### src/rtl/uart_rx_fifo.sv
// uart_rx_fifo: 16x oversampled UART receiver with majority vote feeding a show-ahead FIFO
module uart_rx_fifo #(
  parameter int FCLK   = 16_000_000,
  parameter int BAUDS  = 115200,
  parameter int WDATA  = 8,
  parameter int PARITY = 0,
  parameter int WSTOP  = 1,
  parameter int DEPTH  = 4
) (
  input  logic                     CLK,
  input  logic                     RST,
  input  logic                     RXD,
  output logic [WDATA-1:0]         DOUT,
  output logic                     PERR,
  output logic                     FERR,
  output logic                     VALID,
  input  logic                     READY,
  output logic                     OVR,
  input  logic                     CLR,
  output logic                     BRK,
  output logic [$clog2(DEPTH):0]   COUNT
);
  localparam int DIV = FCLK / (BAUDS * 16);
  localparam int CNW = DIV > 1 ? $clog2(DIV) : 1;
  localparam int AW  = $clog2(DEPTH);
  localparam int CW  = AW + 1;
  localparam int W   = WDATA + 2;
  typedef enum logic [2:0] {IDLE, START, DATA, PAR, STOP, WAITHI} state_t;
  state_t st, nxt;
  logic s1, rxs;
  logic [CNW-1:0] cnt;
  logic [3:0] phase, bitn;
  logic m0, m1, pbit, fe, sz;
  logic [WDATA-1:0] sh;
  logic tick, dec, eob, maj, push, pop, full, wr, fe_n, perr_n, brk_n;
  logic [W-1:0] mem [DEPTH];
  logic [AW-1:0] wp, rp;
  assign tick   = cnt == '0;
  assign dec    = tick && phase == 4'd9;
  assign eob    = tick && phase == 4'd15;
  assign maj    = (m0 & m1) | (m0 & rxs) | (m1 & rxs);
  assign fe_n   = fe | ~maj;
  assign perr_n = PARITY == 0 ? 1'b0 : ((^sh ^ pbit) != (PARITY == 1));
  assign brk_n  = push && sh == '0 && (PARITY == 0 || !pbit) && sz && !maj;
  assign VALID  = COUNT != '0;
  assign full   = COUNT == CW'(DEPTH);
  assign pop    = VALID & READY;
  assign wr     = push & (~full | pop);
  assign {DOUT, PERR, FERR} = mem[rp];
  // two-flop synchronizer for the asynchronous serial line, idles high
  always_ff @(posedge CLK or posedge RST)
    if (RST) {s1, rxs} <= 2'b11;
    else {s1, rxs} <= {RXD, s1};
  // baud tick divider and bit phase; both held at origin while idle so phase 0 tracks the start edge
  always_ff @(posedge CLK or posedge RST)
    if (RST) begin
      cnt   <= CNW'(DIV - 1);
      phase <= '0;
    end else if (st == IDLE) begin
      cnt   <= CNW'(DIV - 1);
      phase <= '0;
    end else begin
      cnt   <= tick ? CNW'(DIV - 1) : cnt - CNW'(1);
      phase <= phase + {3'b000, tick};
    end
  // frame state register
  always_ff @(posedge CLK or posedge RST)
    if (RST) st <= IDLE;
    else st <= nxt;
  // next-state and push decision; a failed stop bit parks in WAITHI until the line returns high
  always_comb begin
    nxt  = st;
    push = 1'b0;
    case (st)
      IDLE:    nxt = rxs ? IDLE : START;
      START:   nxt = (dec && maj) ? IDLE : eob ? DATA : START;
      DATA:    nxt = (eob && bitn == 4'(WDATA - 1)) ? (PARITY != 0 ? PAR : STOP) : DATA;
      PAR:     nxt = eob ? STOP : PAR;
      STOP: begin
        push = dec && bitn == 4'(WSTOP - 1);
        nxt  = push ? (fe_n ? WAITHI : IDLE) : STOP;
      end
      WAITHI:  nxt = rxs ? IDLE : WAITHI;
      default: nxt = IDLE;
    endcase
  end
  // majority samples, data shifter, parity bit, stop-bit error and all-zero tracking
  always_ff @(posedge CLK or posedge RST)
    if (RST) begin
      m0   <= 1'b1;
      m1   <= 1'b1;
      sh   <= '0;
      pbit <= 1'b0;
      fe   <= 1'b0;
      sz   <= 1'b1;
      bitn <= '0;
      BRK  <= 1'b0;
    end else begin
      m0   <= (tick && phase == 4'd7) ? rxs : m0;
      m1   <= (tick && phase == 4'd8) ? rxs : m1;
      sh   <= (st == DATA && dec) ? {maj, sh[WDATA-1:1]} : sh;
      pbit <= (st == PAR && dec) ? maj : pbit;
      fe   <= st == IDLE ? 1'b0 : (st == STOP && dec) ? fe_n : fe;
      sz   <= st == IDLE ? 1'b1 : (st == STOP && dec) ? sz & ~maj : sz;
      bitn <= st != nxt ? '0 : ((st == DATA || st == STOP) && eob) ? bitn + 4'd1 : bitn;
      BRK  <= brk_n;
    end
  // FIFO storage, pointers, occupancy and sticky overrun (set beats clear)
  always_ff @(posedge CLK or posedge RST)
    if (RST) begin
      for (int i = 0; i < DEPTH; i++) mem[i] <= '0;
      wp    <= '0;
      rp    <= '0;
      COUNT <= '0;
      OVR   <= 1'b0;
    end else begin
      if (wr) mem[wp] <= {sh, perr_n, fe_n};
      wp    <= wp + AW'(wr);
      rp    <= rp + AW'(pop);
      COUNT <= COUNT + CW'(wr) - CW'(pop);
      OVR   <= (push & full & ~pop) | (OVR & ~CLR);
    end
endmodule
### config.mk
export PLATFORM = sky130hd
export DESIGN_NAME = uart_rx_fifo
export DESIGN_NICKNAME = d
export VERILOG_FILES = /design/src/rtl/uart_rx_fifo.sv
export SDC_FILE = /design/constraint.sdc
export NUM_CORES = 1
export LEC_CHECK = 0
export CAP_MARGIN = 20
export CORE_ASPECT_RATIO = 1.75
export CORE_MARGIN = 4
export CORE_UTILIZATION = 59
export DETAILED_ROUTE_END_ITERATION = 6
export PLACE_DENSITY = 0.85
export SYNTH_ARGS = -nofsm -noshare
export SYNTH_HDL_FRONTEND = slang
export SYNTH_SLANG_ARGS = --single-unit
### constraint.sdc
create_clock -name CLK -period 3.5 [get_ports CLK]
set_input_delay 0.7 -clock CLK [delete_from_list [all_inputs] [get_ports CLK]]
set_output_delay 0.7 -clock CLK [all_outputs]
set_load 0.01 [all_outputs]
==> results of run 1 <==
[kinds of logic (layout without fill, tap and decap cells)]
kind of cell,Yosys count,after routing,synth area share
buffers and inverters,23,51,0.03151
AND/OR/NAND/NOR,67,67,0.1242
adder cells (fa/ha/maj),12,12,0.04440
AO/OA/AOI/OAI,13,13,0.02686
other,1,1,0.001073
flip-flops,73,73,0.5256
multiplexers,56,56,0.2188
XOR/XNOR,11,11,0.02757
[power breakdown]
group | total [mW] | internal [mW] | leakage, nW | switching, mW
combinational | 0.198 | 0.123 | 0.843 | 0.0755
sequential | 0.959 | 0.878 | 0.965 | 0.0811
clock | 0.643 | 0.343 | 0.102 | 0.300
total | 1.80 | 1.34 | 1.91 | 0.456
[registers in the layout, summed over array words and instances, names as in the netlist]
name   flops
BRK        1
COUNT      3
OVR        1
bitn       4
cnt        3
fe         1
m0         1
m1         1
mem       36
phase      4
rp         2
rxs        1
s1         1
sh         8
st         3
sz         1
wp         2
[metal layers]
metal  global-route usage  share of wire
met4              0.08721          0.026
met2               0.3362           0.55
met5                    0              0
met3              0.04397          0.029
met1               0.2175           0.40
[layout make-up]
cell class | instances | area (um^2) | area share
sequential | 73 | 1837 | 0.4651
tap | 76 | 95.09 | 0.02408
clock inverter | 6 | 57.56 | 0.01458
clock buffer | 10 | 137.6 | 0.03485
timing repair buffer | 22 | 225.2 | 0.05703
inverter | 13 | 48.80 | 0.01236
multi-input combinational | 160 | 1548 | 0.3920
[placed cells by master, fill, tap and decap left out, types with 2 or more instances in the layout]
cell	netlist	final
sky130_fd_sc_hd__nand3_1	4	4
sky130_fd_sc_hd__clkdlybuf4s50_1	0	19
sky130_fd_sc_hd__nand4b_2	2	2
sky130_fd_sc_hd__xor2_1	4	4
sky130_fd_sc_hd__and3_1	2	2
sky130_fd_sc_hd__nor2_1	7	7
sky130_fd_sc_hd__clkbuf_8	0	10
sky130_fd_sc_hd__or3_1	4	4
sky130_fd_sc_hd__mux2_2	37	37
sky130_fd_sc_hd__nand4b_1	2	2
sky130_fd_sc_hd__a31oi_1	3	3
sky130_fd_sc_hd__nand4_1	2	2
sky130_fd_sc_hd__nand2b_1	6	6
sky130_fd_sc_hd__dfrtp_1	65	65
sky130_fd_sc_hd__o22ai_1	3	3
sky130_fd_sc_hd__xnor2_1	7	7
sky130_fd_sc_hd__mux2_4	9	9
sky130_fd_sc_hd__nor2b_1	4	4
sky130_fd_sc_hd__nand2_1	7	7
sky130_fd_sc_hd__ha_1	10	10
sky130_fd_sc_hd__nand3b_1	3	3
sky130_fd_sc_hd__clkinv_2	0	4
sky130_fd_sc_hd__nor4_1	10	10
sky130_fd_sc_hd__inv_1	13	12
sky130_fd_sc_hd__nor3_1	2	2
sky130_fd_sc_hd__mux4_2	9	9
sky130_fd_sc_hd__or3b_2	2	2
sky130_fd_sc_hd__buf_4	1	2
sky130_fd_sc_hd__dfstp_2	8	8
[final timing paths]
| check | endpoint | slack (ns) | depth (start not counted) |
|---|---|---|---|
| worst min register to register | rxs | 0.36 | 0 |
| min in group asynchronous | mem[29] | 0.75 | 3 |
| worst max-delay path | FERR | 0.63 | 2 |
| worst min-delay path | rxs | 0.36 | 0 |
| worst max register to register | COUNT[2] | 0.80 | 10 |
| max in group asynchronous | m0 | 2.42 | 3 |
[stage by stage]
stage | power (mW) | hold slack (ns)
after floorplan | 1.090 | 0.3452
after global routing | 1.888 | 0.3624
after detailed placement | 1.183 | 0.3490
final | 1.800 | 0.3608
after CTS | 1.829 | 0.3598
after global placement | 1.172 | 0.3483
[critical path: cells and delay by family (launching register included)]
family                 cells  cell delay [ns]
flip-flops                 1             0.75
multiplexers               1             0.59
buffers and inverters      1             0.49
==> insert_results.sql, run 1 <==
INSERT INTO impl_metrics (metric_group, metric, value, unit) VALUES
('run_status', 'status', 'completed', ''),
('min_path', 'hold_path_origin', 's1', ''),
('route', 'routedWlPerCell', '17.09', 'um'),
('grt', 'grt_pass1_vias', '2124', ''),
('cts', 'tritoncts.num_buffers', '9', ''),
('sta', 'slew_headroom', '0.4308', ''),
('logic_synthesis', 'ys.warnings.count', '0', ''),
('worst_setup_path', 'critPathSlowestCell', 'sky130_fd_sc_hd__dfrtp_1', ''),
('die', 'die_area', '7267', 'um^2'),
('logic_synthesis', 'syn-mean-instance-area', '13.65', 'um^2'),
('worst_setup_path', 'setup.worst_path.class', 'flop to output port', ''),
('sta', 'tightest_slew', '0.8473', 'ns'),
('power', 'p_per_area', '455.8', 'nW/um^2'),
('final_layout', 'fin_area', '3949', 'um^2'),
('worst_setup_path', 'cp.required', '2.80', 'ns'),
('logic_synthesis', 'ys_top_cells_by_area', 'sky130_fd_sc_hd__dfrtp_1 (47%), sky130_fd_sc_hd__mux2_2 (12%), sky130_fd_sc_hd__dfstp_2 (6.0%)', ''),
('route', 'via_per_inst', '5.817', ''),
('cts', 'cts_hold_repair_buffers', '0', ''),
('sta', 'fin_tns_setup', '0', 'ns'),
('route', 'number_of_remaining_drc_errors', '0', ''),
('worst_setup_path', 'wp_data_arrival', '2.17', 'ns'),
('worst_setup_path', 'path_cells', 'mux4_2 > clkdlybuf4s50_1', ''),
('place', 'preCtsSetupSlack', '0.5194', 'ns'),
('final_layout', 'n_fill_cell', '436', ''),
('logic_synthesis', 'synth_enable_flop_cells', '0', ''),
('die', 'std_cell_rows', '36', ''),
('flow_run', 'maxCapViolations', '0', ''),
('sta', 'clock_skew', '0.004985', 'ns'),
('worst_setup_path', 'maximum_cell_stage_delay_along_the_critical_path', '0.75', 'ns'),
('die', 'floorplan.core_area', '5675', 'um^2'),
('grt', 'global_route.overflow_total', '0', ''),
('place', 'finalWeightedCongestion', '0.8031', ''),
('min_path', 'timing.hold.worst.class', 'flop to flop', ''),
('logic_synthesis', 'asyncSetResetFlopFracSynth', '1.000', ''),
('route', 'detailedRoute.firstPassIterationCount', '4', ''),
('route', 'detail_route.iter0.violations', '125', ''),
('place', 'numPortBuffers', '19', ''),
('cts', 'clkSinkCount', '73', ''),
('place', 'placed_area', '3754', 'um^2'),
('grt', 'number_of_antenna_violations_at_the_first_check_in_global_routing', '0', ''),
('worst_setup_path', 'worst-path-max-fanout', '10', ''),
('logic_synthesis', 'synth-main-ff-cell', 'sky130_fd_sc_hd__dfrtp_1', ''),
('cts', 'clk-insertion-delay-late', '0.34', 'ns'),
('worst_setup_path', 'setup_crit_end_kind', 'output port', ''),
('final_layout', 'ratio_of_cells_with_drive_above_1_in_the_final_layout', '0.3204', ''),
('die', 'die_w', '66.18', 'um'),
('place', 'placed_cells_incl_taps', '344', ''),
('final_layout', 'finish.net_count', '295', ''),
('logic_synthesis', 'ys_seq_elements', '73', ''),
('worst_setup_path', 'cp_startpoint_kind', 'flop', ''),
('logic_synthesis', 'netlist_area', '3495', 'um^2'),
('final_layout', 'final_util', '0.6958', ''),
('sta', 'rsz_0062_raised_after_global_routing', 'no', ''),
('final_layout', 'finalNonFillerCells', '360', ''),
('logic_synthesis', 'netlist.top_cell.by_area', 'sky130_fd_sc_hd__dfrtp_1', ''),
('power', 'total_leakage_power', '1.909', 'nW'),
('sta', 'setup_viol', '0', ''),
('die', 'num_io_pins', '21', ''),
('logic_synthesis', 'synthMostInstantiatedCell', 'sky130_fd_sc_hd__dfrtp_1', ''),
('sta', 'timing.final.hold_violations', '0', ''),
('worst_setup_path', 'reg2reg_from', 'cnt[0]', ''),
('logic_synthesis', 'post_synth_inst_count', '256', ''),
('cts', 'cts_buffer_depth', '2', ''),
('final_layout', 'area_delta_synth_final', '13.00', '%'),
('sta', 'layout_setup_ws', '0.6267', 'ns'),
('grt', 'grt_usage', '0.1917', ''),
('logic_synthesis', 'syn_nets', '272', ''),
('sta', 'max_freq', '348.0', 'MHz'),
('route', 'drt.antenna.violating_nets', '0', ''),
('sta', 'min_period', '2.873', 'ns'),
('route', 'routed_vias', '2094', '');
No activity file was read; power rests on OpenSTA's default activity.
==> run 2, diff against run 1 <==
==> constraint.sdc (replaced) <==
create_clock -name CLK -period 3 [get_ports CLK]
set_input_delay 0.6 -clock CLK [delete_from_list [all_inputs] [get_ports CLK]]
set_output_delay 0.6 -clock CLK [all_outputs]
set_load 0.01 [all_outputs]
==> run 2 against run 1 <==
  * Clock power increased by 30%
  * Global-route usage increased by 0.077 points
  * Sequential power increased by 13%
  * Critical path depth increased by 1
  * Utilization increased by 0.64 points
  * Setup slack got worse by 0.15 ns
  * Clock skew increased by 0.0041 ns
  * Combinational power increased by 41%
  * Flip-flop and latch count unchanged
  * Total power increased by 22%
  * Critical endpoint unchanged
==> insert_results.sql, run 2 (same netlist as run 1, synthesis figures left out) <==
INSERT INTO impl_metrics (metric_group, metric, value, unit) VALUES
('grt', 'number_of_antenna_violations_at_the_first_check_in_global_routing', '0', ''),
('power', 'p_per_area', '551.5', 'nW/um^2'),
('worst_setup_path', 'critPathSlowestCell', 'sky130_fd_sc_hd__mux4_2', ''),
('cts', 'clkSinkCount', '73', ''),
('sta', 'tightest_slew', '0.8126', 'ns'),
('die', 'floorplan.initialDensity', '0.6157', ''),
('place', 'numPortBuffers', '19', ''),
('die', 'floorplan.core_area', '5675', 'um^2'),
('grt', 'global_route_wire_length_before_repair', '10620', 'um'),
('worst_setup_path', 'critical_path.startpoint', 'rp[0]', ''),
('final_layout', 'most_frequent_cells_in_the_layout', 'sky130_fd_sc_hd__dfrtp_1 (65), sky130_fd_sc_hd__mux2_2 (37), sky130_fd_sc_hd__clkdlybuf4s50_1 (19), sky130_fd_sc_hd__inv_1 (12)', ''),
('min_path', 'hold_path_origin', 's1', ''),
('power', 'switchingPower', '552.7', 'uW'),
('worst_setup_path', 'timing.critical_path.depth', '3', ''),
('sta', 'fin_hold_ws', '0.3608', 'ns'),
('die', 'die_height', '109.8', 'um'),
('place', 'dp.final_hpwl', '4327', 'um'),
('min_path', 'timing.hold.worst.class', 'flop to flop', ''),
('route', 'number_of_remaining_drc_errors', '0', ''),
('sta', 'min_period', '2.524', 'ns'),
('worst_setup_path', 'regToRegEndpoint', 'COUNT[2]', ''),
('route', 'detailedRoute.firstPassIterationCount', '5', ''),
('power', 'share_clk_of_total_power', '0.381', ''),
('worst_setup_path', 'reg2reg_from', 'bitn[0]', ''),
('final_layout', 'ratio_of_cells_with_drive_above_1_in_the_final_layout', '0.3228', ''),
('worst_setup_path', 'wp_data_arrival', '1.92', 'ns'),
('die', 'std_cell_rows', '36', ''),
('min_path', 'hold_end', 'rxs', ''),
('final_layout', 'n_fill_cell', '422', ''),
('sta', 'clock_skew', '0.009123', 'ns'),
('cts', 'cts_hold_repair_buffers', '0', ''),
('sta', 'finalCritPeriodShare', '0.8413', ''),
('min_path', 'timing.hold.worst_path_depth', '0', ''),
('final_layout', 'register_area', '1837', 'um^2'),
('route', 'detail_route.iter0.violations', '179', ''),
('cts', 'tritoncts.num_buffers', '9', ''),
('sta', 'max_freq', '396.2', 'MHz'),
('cts', 'clk_pin_slew_worst_setup_hold_paths', '0.08', 'ns'),
('worst_setup_path', 'setup.worst_path.class', 'flop to output port', ''),
('cts', 'tritoncts_clock_tree', 'yes', ''),
('die', 'num_io_pins', '21', ''),
('final_layout', 'max_flop_register', 'mem', ''),
('worst_setup_path', 'rr_worst_depth', '10', ''),
('final_layout', 'area_of_the_multi_input_gates', '1548', 'um^2'),
('sta', 'fin_tns_setup', '0', 'ns'),
('place', 'placed_area', '3769', 'um^2'),
('route', 'drt.antenna.violating_nets', '0', ''),
('worst_setup_path', 'path_cells', 'buf_4 > mux4_2 > clkdlybuf4s50_1', ''),
('sta', 'setup_viol', '0', ''),
('final_layout', 'largest_reg_flops', '36', ''),
('worst_setup_path', 'worst-path-max-fanout', '10', ''),
('final_layout', 'area_delta_synth_final', '14.04', '%'),
('final_layout', 'finish.net_count', '297', ''),
('die', 'die_w', '66.18', 'um'),
('final_layout', 'antenna-diode-count', '0', ''),
('power', 'total_leakage_power', '1.919', 'nW'),
('place', 'finalWeightedCongestion', '0.8591', ''),
('final_layout', 'mostFrequentLayoutCell', 'sky130_fd_sc_hd__dfrtp_1', ''),
('route', 'routedWlPerCell', '17.18', 'um'),
('sta', 'maxSlewViolCount', '0', ''),
('worst_setup_path', 'setup_crit_end_kind', 'output port', ''),
('place', 'preCtsSetupSlack', '0.1312', 'ns'),
('cts', 'cts.root.buffer_cell', 'sky130_fd_sc_hd__clkbuf_8', ''),
('flow_run', 'maxCapViolations', '0', ''),
('power', 'power.sequential.fraction', '0.492', ''),
('grt', 'grt_pass1_vias', '2194', ''),
('sta', 'rsz_0062_raised_after_global_routing', 'no', ''),
('run_status', 'status', 'completed', ''),
('grt', 'global_route.overflow_total', '0', ''),
('cts', 'cts_repair_resize_count', '0', ''),
('cts', 'cts_buffer_depth', '2', ''),
('worst_setup_path', 'cp_startpoint_kind', 'flop', ''),
('worst_setup_path', 'worstPathBufferInverterCount', '2', ''),
('final_layout', 'finalNonFillerCells', '361', ''),
('sta', 'layout_setup_ws', '0.4762', 'ns'),
('power', 'ir_drop', '0.4773', 'mV'),
('worst_setup_path', 'maximum_cell_stage_delay_along_the_critical_path', '0.53', 'ns'),
('cts', 'clk-insertion-delay-late', '0.34', 'ns'),
('route', 'routed_vias', '2091', ''),
('final_layout', 'largest_registers', 'mem x36, sh x8', ''),
('grt', 'grt_usage', '0.1924', ''),
('place', 'placed_cells_incl_taps', '346', ''),
('worst_setup_path', 'cp.required', '2.40', 'ns'),
('grt', 'maximum_number_of_pins_on_one_net_before_global_route_repair', '74', ''),
('route', 'finalWirelength', '6203', 'um'),
('cts', 'h-tree-depth', '3', ''),
('power', 'post-layout-total-power', '2.198', 'mW'),
('power', 'comb_power_share', '0.127', ''),
('sta', 'slew_headroom', '0.4541', ''),
('cts', 'postCtsSetupBuffers', '0', ''),
('route', 'via_per_inst', '5.792', ''),
('worst_setup_path', 'register_to_register_setup_slack', '0.49', 'ns'),
('sta', 'timing.final.hold_violations', '0', ''),
('worst_setup_path', 'path_delay_family', 'buffers and inverters', ''),
('power', 'intPower', '1.645', 'mW'),
('die', 'die_area', '7267', 'um^2'),
('final_layout', 'final_util', '0.7022', ''),
('power', 'switching_share', '0.2515', ''),
('final_layout', 'fin_area', '3985', 'um^2');
## run 2: how the worst max path moves through the flow
stage / end
finish: FERR
floorplan: BRK
detailed placement: COUNT[1]
CTS: FERR
global route: COUNT[2]
global placement: COUNT[2]
## run 2: cell type report
cell class,instances,share of cell area
Clock inverter,6,0.02323
Timing Repair Buffer,24,0.06028
Sequential cell,73,0.4609
Tap cell,76,0.02386
Inverter,13,0.01224
Multi-Input combinational cell,160,0.3884
Clock buffer,9,0.03108
## run 2: power groups by stage
stage / Sequential [mW] / Clock, mW / Combinational, mW
floorplan: 1.08 / 0 / 0.194
global placement: 1.10 / 0 / 0.276
detailed placement: 1.10 / 0 / 0.289
CTS: 1.08 / 0.853 / 0.289
global route: 1.09 / 0.897 / 0.315
finish: 1.08 / 0.838 / 0.279
## run 2: routing by layer
metal	share of wire	vias up	track usage
met3	0.029	9	0.03579
met5	0	-	0
met2	0.57	34	0.3412
met4	0.015	0	0.06686
met1	0.39	1072	0.2304
li1	-	976	-
